$ cat src/rtl/div_arbiter_if.sv
// Requester, divider and response signals shared between div_arbiter and its neighbours.
// slave = the arbiter's view; master = the requesters/divider side.
interface div_arbiter_if #(
  parameter int DIVIDEND = 4,
  parameter int DIVISOR  = 2,
  parameter int NREQ     = 4,
  parameter int LATENCY  = 4
);
  localparam int CNT_W = $clog2(LATENCY + 2);

  logic                         en;
  logic [NREQ-1:0]              req_valid;
  logic [NREQ-1:0]              req_ready;
  logic [NREQ*DIVIDEND-1:0]     req_dividend;
  logic [NREQ*DIVISOR-1:0]      req_divisor;
  logic [DIVIDEND-1:0]          div_dividend;
  logic [DIVISOR-1:0]           div_divisor;
  logic [DIVIDEND-1:0]          div_quotient;
  logic [DIVISOR-1:0]           div_remainder;
  logic [NREQ-1:0]              rsp_valid;
  logic [DIVIDEND-1:0]          rsp_quotient;
  logic [DIVISOR-1:0]           rsp_remainder;
  logic                         rsp_divzero;
  logic [CNT_W-1:0]             inflight;

  modport slave (
    input  en, req_valid, req_dividend, req_divisor, div_quotient, div_remainder,
    output req_ready, div_dividend, div_divisor,
           rsp_valid, rsp_quotient, rsp_remainder, rsp_divzero, inflight
  );

  modport master (
    output en, req_valid, req_dividend, req_divisor, div_quotient, div_remainder,
    input  req_ready, div_dividend, div_divisor,
           rsp_valid, rsp_quotient, rsp_remainder, rsp_divzero, inflight
  );
endinterface

$ cat src/rtl/div_arbiter.sv
// Round-robin front end for one shared pipelined divider: grants one request per cycle,
// registers its operands to the divider and steers each result back through a tag pipeline.
module div_arbiter #(
  parameter int DIVIDEND = 4,
  parameter int DIVISOR  = 2,
  parameter int NREQ     = 4,
  parameter int LATENCY  = 4
) (
  input  logic          clock,
  input  logic          reset_n,
  div_arbiter_if.slave  bus
);
  localparam int IDX_W = (NREQ > 1) ? $clog2(NREQ) : 1;
  localparam int CNT_W = $clog2(LATENCY + 2);

  function automatic logic [NREQ-1:0] decode(input logic [IDX_W-1:0] idx);
    logic [NREQ-1:0] v;
    v = '0;
    for (int i = 0; i < NREQ; i++) v[i] = (idx == IDX_W'(i));
    return v;
  endfunction

  // A zero divisor forces the saturated all-ones quotient and a zero remainder.
  function automatic logic [DIVIDEND-1:0] sat_quotient(input logic dz, input logic [DIVIDEND-1:0] q);
    return dz ? {DIVIDEND{1'b1}} : q;
  endfunction

  function automatic logic [DIVISOR-1:0] sat_remainder(input logic dz, input logic [DIVISOR-1:0] r);
    return dz ? {DIVISOR{1'b0}} : r;
  endfunction

  logic [IDX_W-1:0]    last;
  logic [IDX_W-1:0]    cand;
  logic [IDX_W-1:0]    grant_idx;
  logic                grant_any;
  logic                accept;
  logic [DIVIDEND-1:0] acc_dividend;
  logic [DIVISOR-1:0]  acc_divisor;

  // Search starts just after the last winner and wraps, so every requester gets a turn.
  always_comb begin
    grant_any = 1'b0;
    grant_idx = '0;
    cand      = '0;
    for (int off = 1; off <= NREQ; off++) begin
      cand = IDX_W'((int'(last) + off) % NREQ);
      if (!grant_any && bus.req_valid[cand]) begin
        grant_any = 1'b1;
        grant_idx = cand;
      end
    end
  end

  assign accept        = grant_any & bus.en;
  assign bus.req_ready = accept ? decode(grant_idx) : '0;
  assign acc_dividend  = bus.req_dividend[int'(grant_idx)*DIVIDEND +: DIVIDEND];
  assign acc_divisor   = bus.req_divisor[int'(grant_idx)*DIVISOR +: DIVISOR];

  // ---- stage p0: operands to divider, tag pipeline entry ----
  logic [DIVIDEND-1:0] opnd_dividend_p0;
  logic [DIVISOR-1:0]  opnd_divisor_p0;

  always_ff @(posedge clock or negedge reset_n) begin
    if (!reset_n) begin
      last             <= IDX_W'(NREQ - 1);
      opnd_dividend_p0 <= '0;
      opnd_divisor_p0  <= '0;
    end else if (accept) begin
      last             <= grant_idx;
      opnd_dividend_p0 <= acc_dividend;
      opnd_divisor_p0  <= acc_divisor;
    end
  end

  assign bus.div_dividend = opnd_dividend_p0;
  assign bus.div_divisor  = opnd_divisor_p0;

  logic             tag_vld_p [0:LATENCY];
  logic [IDX_W-1:0] tag_idx_p [0:LATENCY];
  logic             tag_dz_p  [0:LATENCY];

  always_ff @(posedge clock or negedge reset_n) begin
    if (!reset_n) begin
      for (int s = 0; s <= LATENCY; s++) tag_vld_p[s] <= 1'b0;
    end else begin
      tag_vld_p[0] <= accept;
      for (int s = 1; s <= LATENCY; s++) tag_vld_p[s] <= tag_vld_p[s-1];
    end
  end

  always_ff @(posedge clock) begin
    tag_idx_p[0] <= grant_idx;
    tag_dz_p[0]  <= (acc_divisor == '0);
    for (int s = 1; s <= LATENCY; s++) begin
      tag_idx_p[s] <= tag_idx_p[s-1];
      tag_dz_p[s]  <= tag_dz_p[s-1];
    end
  end

  // ---- stage pn: final tag meets divider result ----
  logic [NREQ-1:0]     rsp_valid_pn;
  logic [DIVIDEND-1:0] rsp_quotient_pn;
  logic [DIVISOR-1:0]  rsp_remainder_pn;
  logic                rsp_divzero_pn;
  logic [CNT_W-1:0]    inflight_cnt;

  always_ff @(posedge clock or negedge reset_n) begin
    if (!reset_n) begin
      rsp_valid_pn     <= '0;
      rsp_quotient_pn  <= '0;
      rsp_remainder_pn <= '0;
      rsp_divzero_pn   <= 1'b0;
    end else if (tag_vld_p[LATENCY]) begin
      rsp_valid_pn     <= decode(tag_idx_p[LATENCY]);
      rsp_quotient_pn  <= sat_quotient(tag_dz_p[LATENCY], bus.div_quotient);
      rsp_remainder_pn <= sat_remainder(tag_dz_p[LATENCY], bus.div_remainder);
      rsp_divzero_pn   <= tag_dz_p[LATENCY];
    end else begin
      rsp_valid_pn     <= '0;
      rsp_divzero_pn   <= 1'b0;
    end
  end

  // Decrement on the edge that launches the strobe, so the count peaks at LATENCY+1.
  always_ff @(posedge clock or negedge reset_n) begin
    if (!reset_n) begin
      inflight_cnt <= '0;
    end else begin
      case ({accept, tag_vld_p[LATENCY]})
        2'b10:   inflight_cnt <= inflight_cnt + 1'b1;
        2'b01:   inflight_cnt <= inflight_cnt - 1'b1;
        default: inflight_cnt <= inflight_cnt;
      endcase
    end
  end

  assign bus.rsp_valid     = rsp_valid_pn;
  assign bus.rsp_quotient  = rsp_quotient_pn;
  assign bus.rsp_remainder = rsp_remainder_pn;
  assign bus.rsp_divzero   = rsp_divzero_pn;
  assign bus.inflight      = inflight_cnt;
endmodule

$ cat src/flat_wrapper.sv
// flat-port wrapper written by rule: the top's interface ports become plain ports
module div_arbiter_flat 
#(
  parameter int DIVIDEND = 4,
  parameter int DIVISOR  = 2,
  parameter int NREQ     = 4,
  parameter int LATENCY  = 4
)
  (clock, reset_n, bus_en, bus_req_valid, bus_req_dividend, bus_req_divisor, bus_div_quotient, bus_div_remainder, bus_req_ready, bus_div_dividend, bus_div_divisor, bus_rsp_valid, bus_rsp_quotient, bus_rsp_remainder, bus_rsp_divzero, bus_inflight);
  div_arbiter_if #(.DIVIDEND(DIVIDEND), .DIVISOR(DIVISOR), .NREQ(NREQ), .LATENCY(LATENCY)) bus_i ();
  input  logic clock;
  input  logic reset_n;
  input wire logic [$bits(bus_i.en)-1:0] bus_en;
  input wire logic [$bits(bus_i.req_valid)-1:0] bus_req_valid;
  input wire logic [$bits(bus_i.req_dividend)-1:0] bus_req_dividend;
  input wire logic [$bits(bus_i.req_divisor)-1:0] bus_req_divisor;
  input wire logic [$bits(bus_i.div_quotient)-1:0] bus_div_quotient;
  input wire logic [$bits(bus_i.div_remainder)-1:0] bus_div_remainder;
  output wire logic [$bits(bus_i.req_ready)-1:0] bus_req_ready;
  output wire logic [$bits(bus_i.div_dividend)-1:0] bus_div_dividend;
  output wire logic [$bits(bus_i.div_divisor)-1:0] bus_div_divisor;
  output wire logic [$bits(bus_i.rsp_valid)-1:0] bus_rsp_valid;
  output wire logic [$bits(bus_i.rsp_quotient)-1:0] bus_rsp_quotient;
  output wire logic [$bits(bus_i.rsp_remainder)-1:0] bus_rsp_remainder;
  output wire logic [$bits(bus_i.rsp_divzero)-1:0] bus_rsp_divzero;
  output wire logic [$bits(bus_i.inflight)-1:0] bus_inflight;
  assign bus_i.en = bus_en;
  assign bus_i.req_valid = bus_req_valid;
  assign bus_i.req_dividend = bus_req_dividend;
  assign bus_i.req_divisor = bus_req_divisor;
  assign bus_i.div_quotient = bus_div_quotient;
  assign bus_i.div_remainder = bus_div_remainder;
  assign bus_req_ready = bus_i.req_ready;
  assign bus_div_dividend = bus_i.div_dividend;
  assign bus_div_divisor = bus_i.div_divisor;
  assign bus_rsp_valid = bus_i.rsp_valid;
  assign bus_rsp_quotient = bus_i.rsp_quotient;
  assign bus_rsp_remainder = bus_i.rsp_remainder;
  assign bus_rsp_divzero = bus_i.rsp_divzero;
  assign bus_inflight = bus_i.inflight;
  div_arbiter #(.DIVIDEND(DIVIDEND), .DIVISOR(DIVISOR), .NREQ(NREQ), .LATENCY(LATENCY)) u_core (.clock(clock), .reset_n(reset_n), .bus(bus_i));
endmodule
$ cat config.mk
export PLATFORM = sky130hd
export DESIGN_NAME = div_arbiter_flat
export DESIGN_NICKNAME = d
export VERILOG_FILES = /design/src/rtl/div_arbiter_if.sv /design/src/rtl/div_arbiter.sv /design/src/flat_wrapper.sv
export SDC_FILE = /design/constraint.sdc
export NUM_CORES = 1
export LEC_CHECK = 0
export CAP_MARGIN = 40
export CORE_MARGIN = 8
export CORE_UTILIZATION = 25
export DETAILED_ROUTE_END_ITERATION = 8
export DONT_BUFFER_PORTS = 1
export PLACE_DENSITY_LB_ADDON = 0.08
export SYNTH_ARGS = -nofsm -noshare
export SYNTH_HDL_FRONTEND = slang
export SYNTH_SLANG_ARGS = --single-unit
$ cat constraint.sdc
create_clock -name clock -period 2 [get_ports clock]
set_input_delay 0.6 -clock clock [delete_from_list [all_inputs] [get_ports clock]]
set_output_delay 0.6 -clock clock [all_outputs]
set_load 0.05 [all_outputs]
Yosys cells after proc, flatten, opt, wreduce, memory -nomap -nowiden
Memories as Yosys holds them, arrays and structs flattened.
Index checks and enable logic that the tools add are counted.

cells by class
  $add $sub $neg = 6
  order comparisons = 4
  equal/unequal tests = 8
  shift-type cells = 2
  multiplexer cells = 22
  bitwise operators = 1
  reductions and logical operators = 10

operators with widths
  cell                                                                          number
  16-bit by 5-bit variable part select with 4-bit output                        1
  2-bit by 3-bit less-than comparator with 1-bit output, second input constant  4
  4-bit 2-to-1 mux                                                              3
  2-bit equality test, second input constant                                    5
  2-bit 2-to-1 mux                                                              5
  1-bit 2-to-1 mux                                                              9
  1-bit binary-select mux with 2-bit select                                     4
  8-bit by 4-bit variable part select with 2-bit output                         1
  2-bit by 1-bit equality test with 1-bit output, second input constant         3
  2-bit zero test                                                               3
  3-bit one-hot mux with 2 select lines                                         1
  2-bit by 1-bit adder with 2-bit output, second input constant                 2
  2-bit adder, second input constant                                            2
  3-bit by 1-bit adder with 3-bit output, second input constant                 1
  1-bit logical AND                                                             3
  1-bit zero test                                                               3
  3-bit by 1-bit subtractor with 3-bit output, second input constant            1
  2-bit nonzero test                                                            1
  1-bit bitwise AND                                                             1

word-level totals
  register bits after elaboration = 27
  RAM bits = 15
  bits of input ports = 37
  output and inout bits = 24
  memories = 2

memories
  name              depth  width  read ports  clocked after memory_dff  wr ports  RTL line           RTL
  u_core.tag_idx_p  5      2      5           0                         5         div_arbiter.sv:79  logic [IDX_W-1:0] tag_idx_p [0:LATENCY];
  u_core.tag_dz_p   5      1      5           0                         5         div_arbiter.sv:80  logic tag_dz_p [0:LATENCY];

Longest topological paths before layout
Gate-level depths: netlist of the first run.

  word-level depth = 16
  gate-level depth with buffers = 8
  gate-level depth less buffers = 7

Worst setup path before layout of the first run
OpenSTA, ideal clock, no wires.

  kind = input port to output port
  start point = input port bus_req_valid[0]
  end point = output port bus_req_ready[3]
  arrival time = 2,295 ps
  slack = -895 ps
  stages = 4
  path buffers = 0
  path through = o21ai_0 -> o21ai_1 -> a211o_2 -> nor3_1

between the ends
  cells in the longest elaborated chain, start to end = 14

ends and longest elaborated chain
  what                                                      RTL line                              RTL
  start, declared                                           flat_wrapper.sv:14                    input wire logic [$bits(bus_i.req_valid)-1:0] bus_req_valid;
  1-bit binary-select mux with 2-bit select                 div_arbiter.sv:47                     if (!grant_any && bus.req_valid[cand]) begin
  1-bit 2-to-1 mux (implied by the code)                    div_arbiter.sv:47
  1-bit 2-to-1 mux                                          div_arbiter.sv:47
  1-bit zero test                                           div_arbiter.sv:47
  1-bit logical AND                                         div_arbiter.sv:47
  1-bit 2-to-1 mux                                          div_arbiter.sv:47
  1-bit zero test                                           div_arbiter.sv:47
  1-bit logical AND                                         div_arbiter.sv:47
  1-bit 2-to-1 mux                                          div_arbiter.sv:47
  1-bit zero test                                           div_arbiter.sv:47
  1-bit logical AND                                         div_arbiter.sv:47
  2-bit 2-to-1 mux or 1-bit 2-to-1 mux (tied branches)      div_arbiter.sv:47
  2-bit equality test or 1-bit bitwise AND (tied branches)  div_arbiter.sv:19, div_arbiter.sv:54
  4-bit 2-to-1 mux (*)                                      div_arbiter.sv:55                     assign bus.req_ready = accept ? decode(grant_idx) : '0;
  end, declared                                             flat_wrapper.sv:19                    output wire logic [$bits(bus_i.req_ready)-1:0] bus_req_ready;

Mark *: on every way between the ends. The rest lies on a longest branch, timed or not. The select of a mux whose other input is x is not followed.

Final worst setup path of the first run
  start point = register u_core.last[1]
  end point = output port bus_req_ready[1]

between the ends
  cells in the longest elaborated chain, start to end = 15

ends and longest elaborated chain
  what                                                RTL line           RTL
  start, declared                                     div_arbiter.sv:32  logic [IDX_W-1:0] last;
  start signal, assigned                              div_arbiter.sv:65  last <= IDX_W'(NREQ - 1);
  start signal, assigned                              div_arbiter.sv:69  last <= grant_idx;
  2-bit by 1-bit adder with 2-bit output              div_arbiter.sv:46  cand = IDX_W'((int'(last) + off) % NREQ);
  1-bit binary-select mux with 2-bit select           div_arbiter.sv:47
  1-bit 2-to-1 mux (implied by the code)              div_arbiter.sv:47
  1-bit 2-to-1 mux                                    div_arbiter.sv:47
  1-bit zero test                                     div_arbiter.sv:47
  1-bit logical AND                                   div_arbiter.sv:47
  1-bit 2-to-1 mux                                    div_arbiter.sv:47
  1-bit zero test                                     div_arbiter.sv:47
  1-bit logical AND                                   div_arbiter.sv:47
  1-bit 2-to-1 mux                                    div_arbiter.sv:47
  1-bit zero test                                     div_arbiter.sv:47
  1-bit logical AND                                   div_arbiter.sv:47
  2-bit 2-to-1 mux (*)                                div_arbiter.sv:47
  via u_core.grant_idx[0]                             div_arbiter.sv:34  logic [IDX_W-1:0] grant_idx;
  2-bit by 1-bit equality test with 1-bit output (*)  div_arbiter.sv:19  for (int i = 0; i < NREQ; i++) v[i] = (idx == IDX_W'(i));
  4-bit 2-to-1 mux (*)                                div_arbiter.sv:55

Mark *: on every way through the listed nets, which the timed path passes. The rest lies on a longest branch. The select of a mux whose other input is x is not followed.

==> results of run 1 <==
==> final cells by class <==
class	instances	area, um^2	area share
flip-flops and latches	42	978.4	0.4273
multi-input cells	79	787.0	0.3437
repair buffers	28	285.3	0.1246
well taps	80	100.1	0.04372
clock buffers	7	86.33	0.03770
inverters	12	47.55	0.02076
clock inverters	1	5.005	0.002186
==> logic make-up (layout without fill, tap and decap cells) <==
logic type,Yosys count,in the layout,share of synthesized area
AO/OA/AOI/OAI,42,42,0.2270
AND/OR/NAND/NOR,26,26,0.07715
flip-flops,42,42,0.5801
multiplexers,6,6,0.03561
buffers and inverters,16,48,0.04525
adder cells (fa/ha/maj),2,2,0.01929
XOR/XNOR,3,3,0.01558
==> registers in the layout (all words and copies together) (netlist names), 2 cells and up <==
signal / count
u_core.bus.div_dividend: 4
u_core.bus.div_divisor: 2
u_core.bus.inflight: 3
u_core.bus.rsp_quotient: 4
u_core.bus.rsp_remainder: 2
u_core.bus.rsp_valid: 4
u_core.last: 2
u_core.tag_dz_p: 5
u_core.tag_idx_p: 10
u_core.tag_vld_p: 5
==> placed cells by master, fill, tap and decap left out, types with 4 or more instances in the layout <==
master    synthesis  final
clkbuf_8          0      6
a211oi_2          5      4
o22a_1            5      5
buf_12            0      4
a21boi_1          1      4
mux2i_1           6      4
nor2_1            9      7
a21boi_0          8      4
inv_1            10      8
buf_4             0     22
nand2_1           6      5
dfxtp_1          15     15
dfrtp_1          25     25
==> worst max path at each step <==
stage	start	endpoint	slack, ps	cells after the start
after floorplan	bus_req_valid[0]	bus_req_ready[3]	-210	4
after global placement	bus_req_valid[1]	u_core.bus.inflight[2]$_DFFE_PN0P_	-130	8
after detailed placement	bus_req_valid[1]	bus_req_ready[2]	-120	5
after CTS	u_core.last[1]$_DFFE_PN1P_	bus_req_ready[2]	-400	4
after global routing	u_core.last[1]$_DFFE_PN1P_	bus_req_ready[2]	-460	4
final	u_core.last[1]$_DFFE_PN1P_	bus_req_ready[1]	-380	6
==> power breakdown <==
| part | internal (mW) | total (mW) | leakage [nW] | switching (mW) |
|---|---|---|---|---|
| logic | 0.413 | 0.872 | 0.465 | 0.460 |
| registers | 1.05 | 1.48 | 0.445 | 0.424 |
| clock network | 0.278 | 0.546 | 0.0482 | 0.268 |
==> per-stage QoR <==
step           worst slack (ps)  cells    util
2_1_floorplan            -210.7    137       -
3_3_place_gp             -130.9    238  0.3092
3_5_place_dp             -124.7    238  0.3092
4_1_cts                  -396.3    248  0.3290
5_1_grt                  -455.6    249  0.3446
6_report                 -379.6    249  0.3446
==> timing repair <==
action                                  4_1_cts  5_1_grt
pin swaps                                     5        6
endpoints found under the setup margin        6       10
buffers inserted                              1        1
gates resized for setup                       4       19
hold buffers                                  1        0
endpoints found under the hold margin        25        0
gates cloned                                  0        1
==> per-layer routing <==
layer	vias to the layer above	wire, um
met5	-	0
met3	5	516
met2	55	1835
met4	0	56
met1	562	1825
li1	546	-
==> run_results.csv, run 1 <==
group,metric,value,unit
detailed_routing,count_of_unresolved_drc_violations_after_routing,0,
clocking,worst_skew_pair.late_latency,280,ps
grt,groute.usage.overall,0.08941,
worst_setup_path,worst_path_largest_cell_delay,610,ps
floorplan,rows,30,
detailed_routing,drt-initial-drc-count,20,
sta,rsz0062_at_grt,"true",
finish,antenna-diode-count,0,
logic_synthesis,post_synth_inst_count,137,
worst_setup_path,r2r_slack,0,ps
place,dpl_cell_area,2054,um^2
finish,postLayoutCellArea,2290,um^2
pwr,vdd_ir_drop_max,306.4,uV
finish,ratio_of_cells_with_drive_above_1_in_the_final_layout,0.4201,
grt,grt_pass1_wl,6851,um
place,place.port_buffers,0,
logic_synthesis,postSynthAreaPerCell,12.31,um^2
status,outcome,"finished, violations left",
clocking,htreeDepth,2,
grt,grt_pass1_vias,1287,
logic_synthesis,library_cell_occupying_the_most_area_in_the_post_synthesis_netlist,"dfrtp_1",
pwr,pwr_density_cell,1264,nW/um^2
worst_setup_path,critical_path_class,"reg -> out",
floorplan,die_h,98.14,um
finish,design.final.nets,207,
floorplan,core_area,6644,um^2
logic_synthesis,yosys.cell_types.count,42,
detailed_routing,via_count,1168,
logic_synthesis,syn-cell-area,1687,um^2
clocking,cts_tree,"built",
logic_synthesis,synthesis.yosys.warnings,0,
sta,slew-limit-headroom,0.6426,
grt,globalRouteOverflowTotal,0,
sta,worst_pin_slew,536.1,ps
detailed_routing,post_drt_via_cell_ratio,4.691,
sta,accumulated_negative_setup_slack,-1454,ps
grt,grt_max_degree,26,
place,post-dp-hpwl,3178,um
sta,finalHoldViolations,0,
logic_synthesis,synth-seq-area-share,0.5801,
logic_synthesis,top_cells_by_area_synth,"dfrtp_1 37%, dfxtp_1 18%, a211oi_2 3.7%",
pwr,leakage,0.9584,nW
clocking,cts.sinks,42,
place,globalplace.congestion,0.7021,
worst_setup_path,critical_path.reg2reg.startpoint,"u_core.last[1]$_DFFE_PN1P_",
clocking,cts-buffers-inserted,5,
detailed_routing,drt_pre_antenna_iters,3,
detailed_routing,wl,4233,um
worst_hold_path,class_of_the_tightest_hold_or_removal_check,"in -> async",
floorplan,initial_utilization,0.2539,
worst_setup_path,wp_buf_inv,2,
logic_synthesis,register_bit_total_from_synthesis,42,
grt,grt.met3_usage,0.05121,
worst_setup_path,required,1400,ps
worst_setup_path,arrival,1780,ps
sta,layout_min_cycle_time,2380,ps
finish,n_fill_cell,659,
worst_setup_path,timing.critical_path.cells,"buf_4 > mux2i_1 > o22a_2 > and2_4 > inv_2 > and3_4",
clocking,cts_max_path_buffers,2,
sta,timing.final.crit_share,1.190,
logic_synthesis,post_syn_nets,176,
logic_synthesis,primary_ff_master_synth,"dfrtp_1",
status,failing_checks,"setup timing",
pwr,power.total,2.894,mW
worst_setup_path,worst_setup_path_end_kind,"output port",
floorplan,boundaryPins,61,
sta,skew,6.143,ps
sta,maxSlewViolCount,0,
sta,worst_slack,-379.6,ps
detailed_routing,ant_nets,0,
worst_setup_path,r2r.worst_path.cells,8,
worst_setup_path,cp-start-kind,"register",
floorplan,die_width,98.14,um
detailed_routing,wl_per_cell,17.00,um
worst_setup_path,crit-reg2reg-capture,"u_core.bus.div_dividend[3]$_DFFE_PN0P_",
clocking,cts_root_buffer,"clkbuf_8",
clocking,cts.clk_slew.worst_paths,80,ps
grt,grt_antenna_before_repair,0,
floorplan,dieArea,9630,um^2
finish,synthesis_to_finish_area_growth,35.76,%
logic_synthesis,synth_common_cells,"25 x dfrtp_1, 15 x dfxtp_1, 10 x inv_1, 9 x nor2_1, 8 x a21boi_0",
worst_setup_path,cp_top_family,"flip-flops",
grt,grt_use_met1,0.1066,
worst_setup_path,peak_fanout_along_the_critical_path,5,
sta,setup_viol_count_final,4,
logic_synthesis,post-synth-top-count-cell,"dfrtp_1",
logic_synthesis,yosys.area.top_type_share,0.3709,
grt,grt.busiest_layer,"met2",
worst_setup_path,crit_path_top_delay_cell,"dfstp_2",
grt,met2_usage,0.1307,
logic_synthesis,synth-edff-count,0,
job,number_of_max_capacitance_violations_reported,0,
sta,hold-worst-slack,120.9,ps
sta,max_freq,0.4202,GHz
logic_synthesis,async_flop_share,0.6429,
Power figures use the tool's default switching activity.
==> run 2, diff against run 1 <==
--- a/config.mk
+++ b/config.mk
@@ -10,6 +10,7 @@
 export CORE_UTILIZATION = 25
 export DETAILED_ROUTE_END_ITERATION = 8
 export DONT_BUFFER_PORTS = 1
+export MAX_ROUTING_LAYER = met4
 export PLACE_DENSITY_LB_ADDON = 0.08
 export SYNTH_ARGS = -nofsm -noshare
 export SYNTH_HDL_FRONTEND = slang
==> run 2 against run 1 <==
Net effect: the flow still finishes with violations (setup timing); maximum frequency down 0.19%; clock power about the same; non-clock buffer count unchanged; die area unchanged; first-iteration DRC count up 45%; total power about the same; critical path type unchanged; worst hold slack about the same; wire length about the same; combinational power about the same; largest cell class unchanged; sequential share of layout area unchanged.
==> run_results.csv, run 2 (synthesized netlist as in run 1, its figures left out) <==
group,metric,value,unit
status,outcome,"finished, violations left",
status,failing_checks,"setup timing",
sta,layout_min_cycle_time,2384,ps
detailed_routing,ant_nets,0,
place,place.port_buffers,0,
worst_hold_path,class_of_the_tightest_hold_or_removal_check,"in -> async",
detailed_routing,drt-initial-drc-count,29,
sta,accumulated_negative_setup_slack,-1469,ps
clocking,htreeDepth,2,
detailed_routing,highest-signal-layer,"met4",
pwr,pwr_density_cell,1263,nW/um^2
detailed_routing,wl,4231,um
finish,multi_input_comb_area,787.0,um^2
detailed_routing,count_of_unresolved_drc_violations_after_routing,0,
worst_setup_path,required,1400,ps
worst_setup_path,r2r.worst_path.cells,8,
pwr,leakage,0.9584,nW
clocking,cts-buffers-inserted,5,
floorplan,rows,30,
finish,final_util,0.3446,
sta,slew-limit-headroom,0.6422,
floorplan,core_area,6644,um^2
finish,synthesis_to_finish_area_growth,35.76,%
sta,worst_pin_slew,536.7,ps
sta,rsz0062_at_grt,"true",
clocking,worst_skew_pair.late_latency,280,ps
detailed_routing,route.met3.wl,436,um
finish,largest_reg_flops,10,
sta,finalHoldViolations,0,
grt,globalRouteOverflowTotal,0,
floorplan,dieArea,9630,um^2
finish,max_flop_register,"u_core.tag_idx_p",
clocking,cts.clk_slew.worst_paths,80,ps
worst_setup_path,crit-reg2reg-capture,"u_core.bus.div_dividend[3]$_DFFE_PN0P_",
finish,commonest_non_fill_non_tap_cells_in_the_layout,"25 x dfrtp_1, 22 x buf_4, 15 x dfxtp_1, 8 x inv_1, 7 x nor2_1",
grt,grt_max_degree,26,
place,post-dp-hpwl,3178,um
sta,hold-worst-slack,120.8,ps
sta,worst_slack,-384.1,ps
finish,final_common_cell,"dfrtp_1",
floorplan,boundaryPins,61,
grt,groute.usage.overall,0.09193,
detailed_routing,post_drt_via_cell_ratio,4.643,
finish,ratio_of_cells_with_drive_above_1_in_the_final_layout,0.4201,
worst_setup_path,arrival,1780,ps
detailed_routing,drt_pre_antenna_iters,4,
floorplan,die_width,98.14,um
detailed_routing,wl_met1,1894,um
detailed_routing,via_count,1156,
finish,antenna-diode-count,0,
finish,ff_latch_area,978.4,um^2
worst_setup_path,cp-start-kind,"register",
finish,reg.largest.list,"u_core.tag_idx_p x10, u_core.tag_dz_p x5, u_core.tag_vld_p x5",
worst_setup_path,critical_path.reg2reg.startpoint,"u_core.last[1]$_DFFE_PN1P_",
sta,maxSlewViolCount,0,
sta,skew,3.889,ps
sta,timing.final.crit_share,1.192,
place,globalplace.congestion,0.7099,
floorplan,initial_utilization,0.2539,
job,number_of_max_capacitance_violations_reported,0,
worst_setup_path,worst_setup_path_end_kind,"output port",
worst_setup_path,r2r_slack,0,ps
clocking,cts_tree,"built",
detailed_routing,wl_per_cell,16.99,um
clocking,cts_root_buffer,"clkbuf_8",
clocking,cts_max_path_buffers,2,
pwr,vdd_ir_drop_max,306.5,uV
worst_setup_path,peak_fanout_along_the_critical_path,5,
finish,design.final.nets,207,
worst_setup_path,critical_path_class,"reg -> out",
sta,max_freq,0.4194,GHz
clocking,cts.sinks,42,
detailed_routing,met2WireLength,1846,um
sta,setup_viol_count_final,4,
grt,grt_pass1_vias,1289,
floorplan,die_h,98.14,um
grt,grt_pass1_wl,6824,um
grt,grt_antenna_before_repair,0,
finish,n_fill_cell,659,
run 2: cell counts in the layout (fill, tap and decap cells not counted):
No cell type changed its count.
run 2: critical path: stages, from the launching register on:
cell	delay, ps
dfstp_2	610
buf_4	130
mux2i_1	60
o22a_2	190
and2_4	170
inv_2	60
and3_4	280
run 2: cell type report:
cell class,instances,share of cell area
clock inverter,1,0.002186
multi-input combinational,79,0.3437
clock buffer,7,0.03770
sequential,42,0.4273
inverter,12,0.02076
tap,80,0.04372
timing repair buffer,28,0.1246
run 2: what timing repair did:
item | 4_1_cts | 5_1_grt
setup buffers | 1 | 1
resized for setup | 4 | 19
pin swaps | 5 | 6
gates cloned | 0 | 1
endpoints found under the setup margin | 6 | 10
hold buffers | 1 | 0
hold endpoints to repair | 25 | 0
run 2: how the worst max path moves through the flow:
| stage | depth (start not counted) | startpoint | end |
|---|---|---|---|
| after global placement | 8 | bus_req_valid[1] | u_core.bus.inflight[2]$_DFFE_PN0P_ |
| after global routing | 4 | u_core.last[1]$_DFFE_PN1P_ | bus_req_ready[2] |
| after detailed placement | 5 | bus_req_valid[1] | bus_req_ready[2] |
| after floorplan | 4 | bus_req_valid[0] | bus_req_ready[3] |
| after CTS | 4 | u_core.last[1]$_DFFE_PN1P_ | bus_req_ready[2] |
| final | 6 | u_core.last[1]$_DFFE_PN1P_ | bus_req_ready[1] |
run 2: where the power goes:
group,total (mW),switching [mW],internal (mW)
clock network,0.545,0.267,0.278
registers,1.48,0.424,1.05
logic,0.871,0.459,0.413
total,2.89,1.15,1.74
run 2: layer usage:
| layer | vias up | track usage |
|---|---|---|
| met4 | 0 | 0.03188 |
| met3 | 5 | 0.04054 |
| met1 | 549 | 0.1130 |
| met2 | 56 | 0.1307 |
| met5 | - | - |
| li1 | 546 | - |
run 2: metrics by stage:
step	instance area (um^2)	worst slack (ps)	power [mW]	std cells
final	2290	-384.1	2.892	249
after global routing	2290	-455.6	3.065	249
after CTS	2186	-396.3	2.847	248
after detailed placement	2054	-124.7	2.260	238
after global placement	2054	-130.9	2.242	238
after floorplan	1770	-210.7	1.981	137
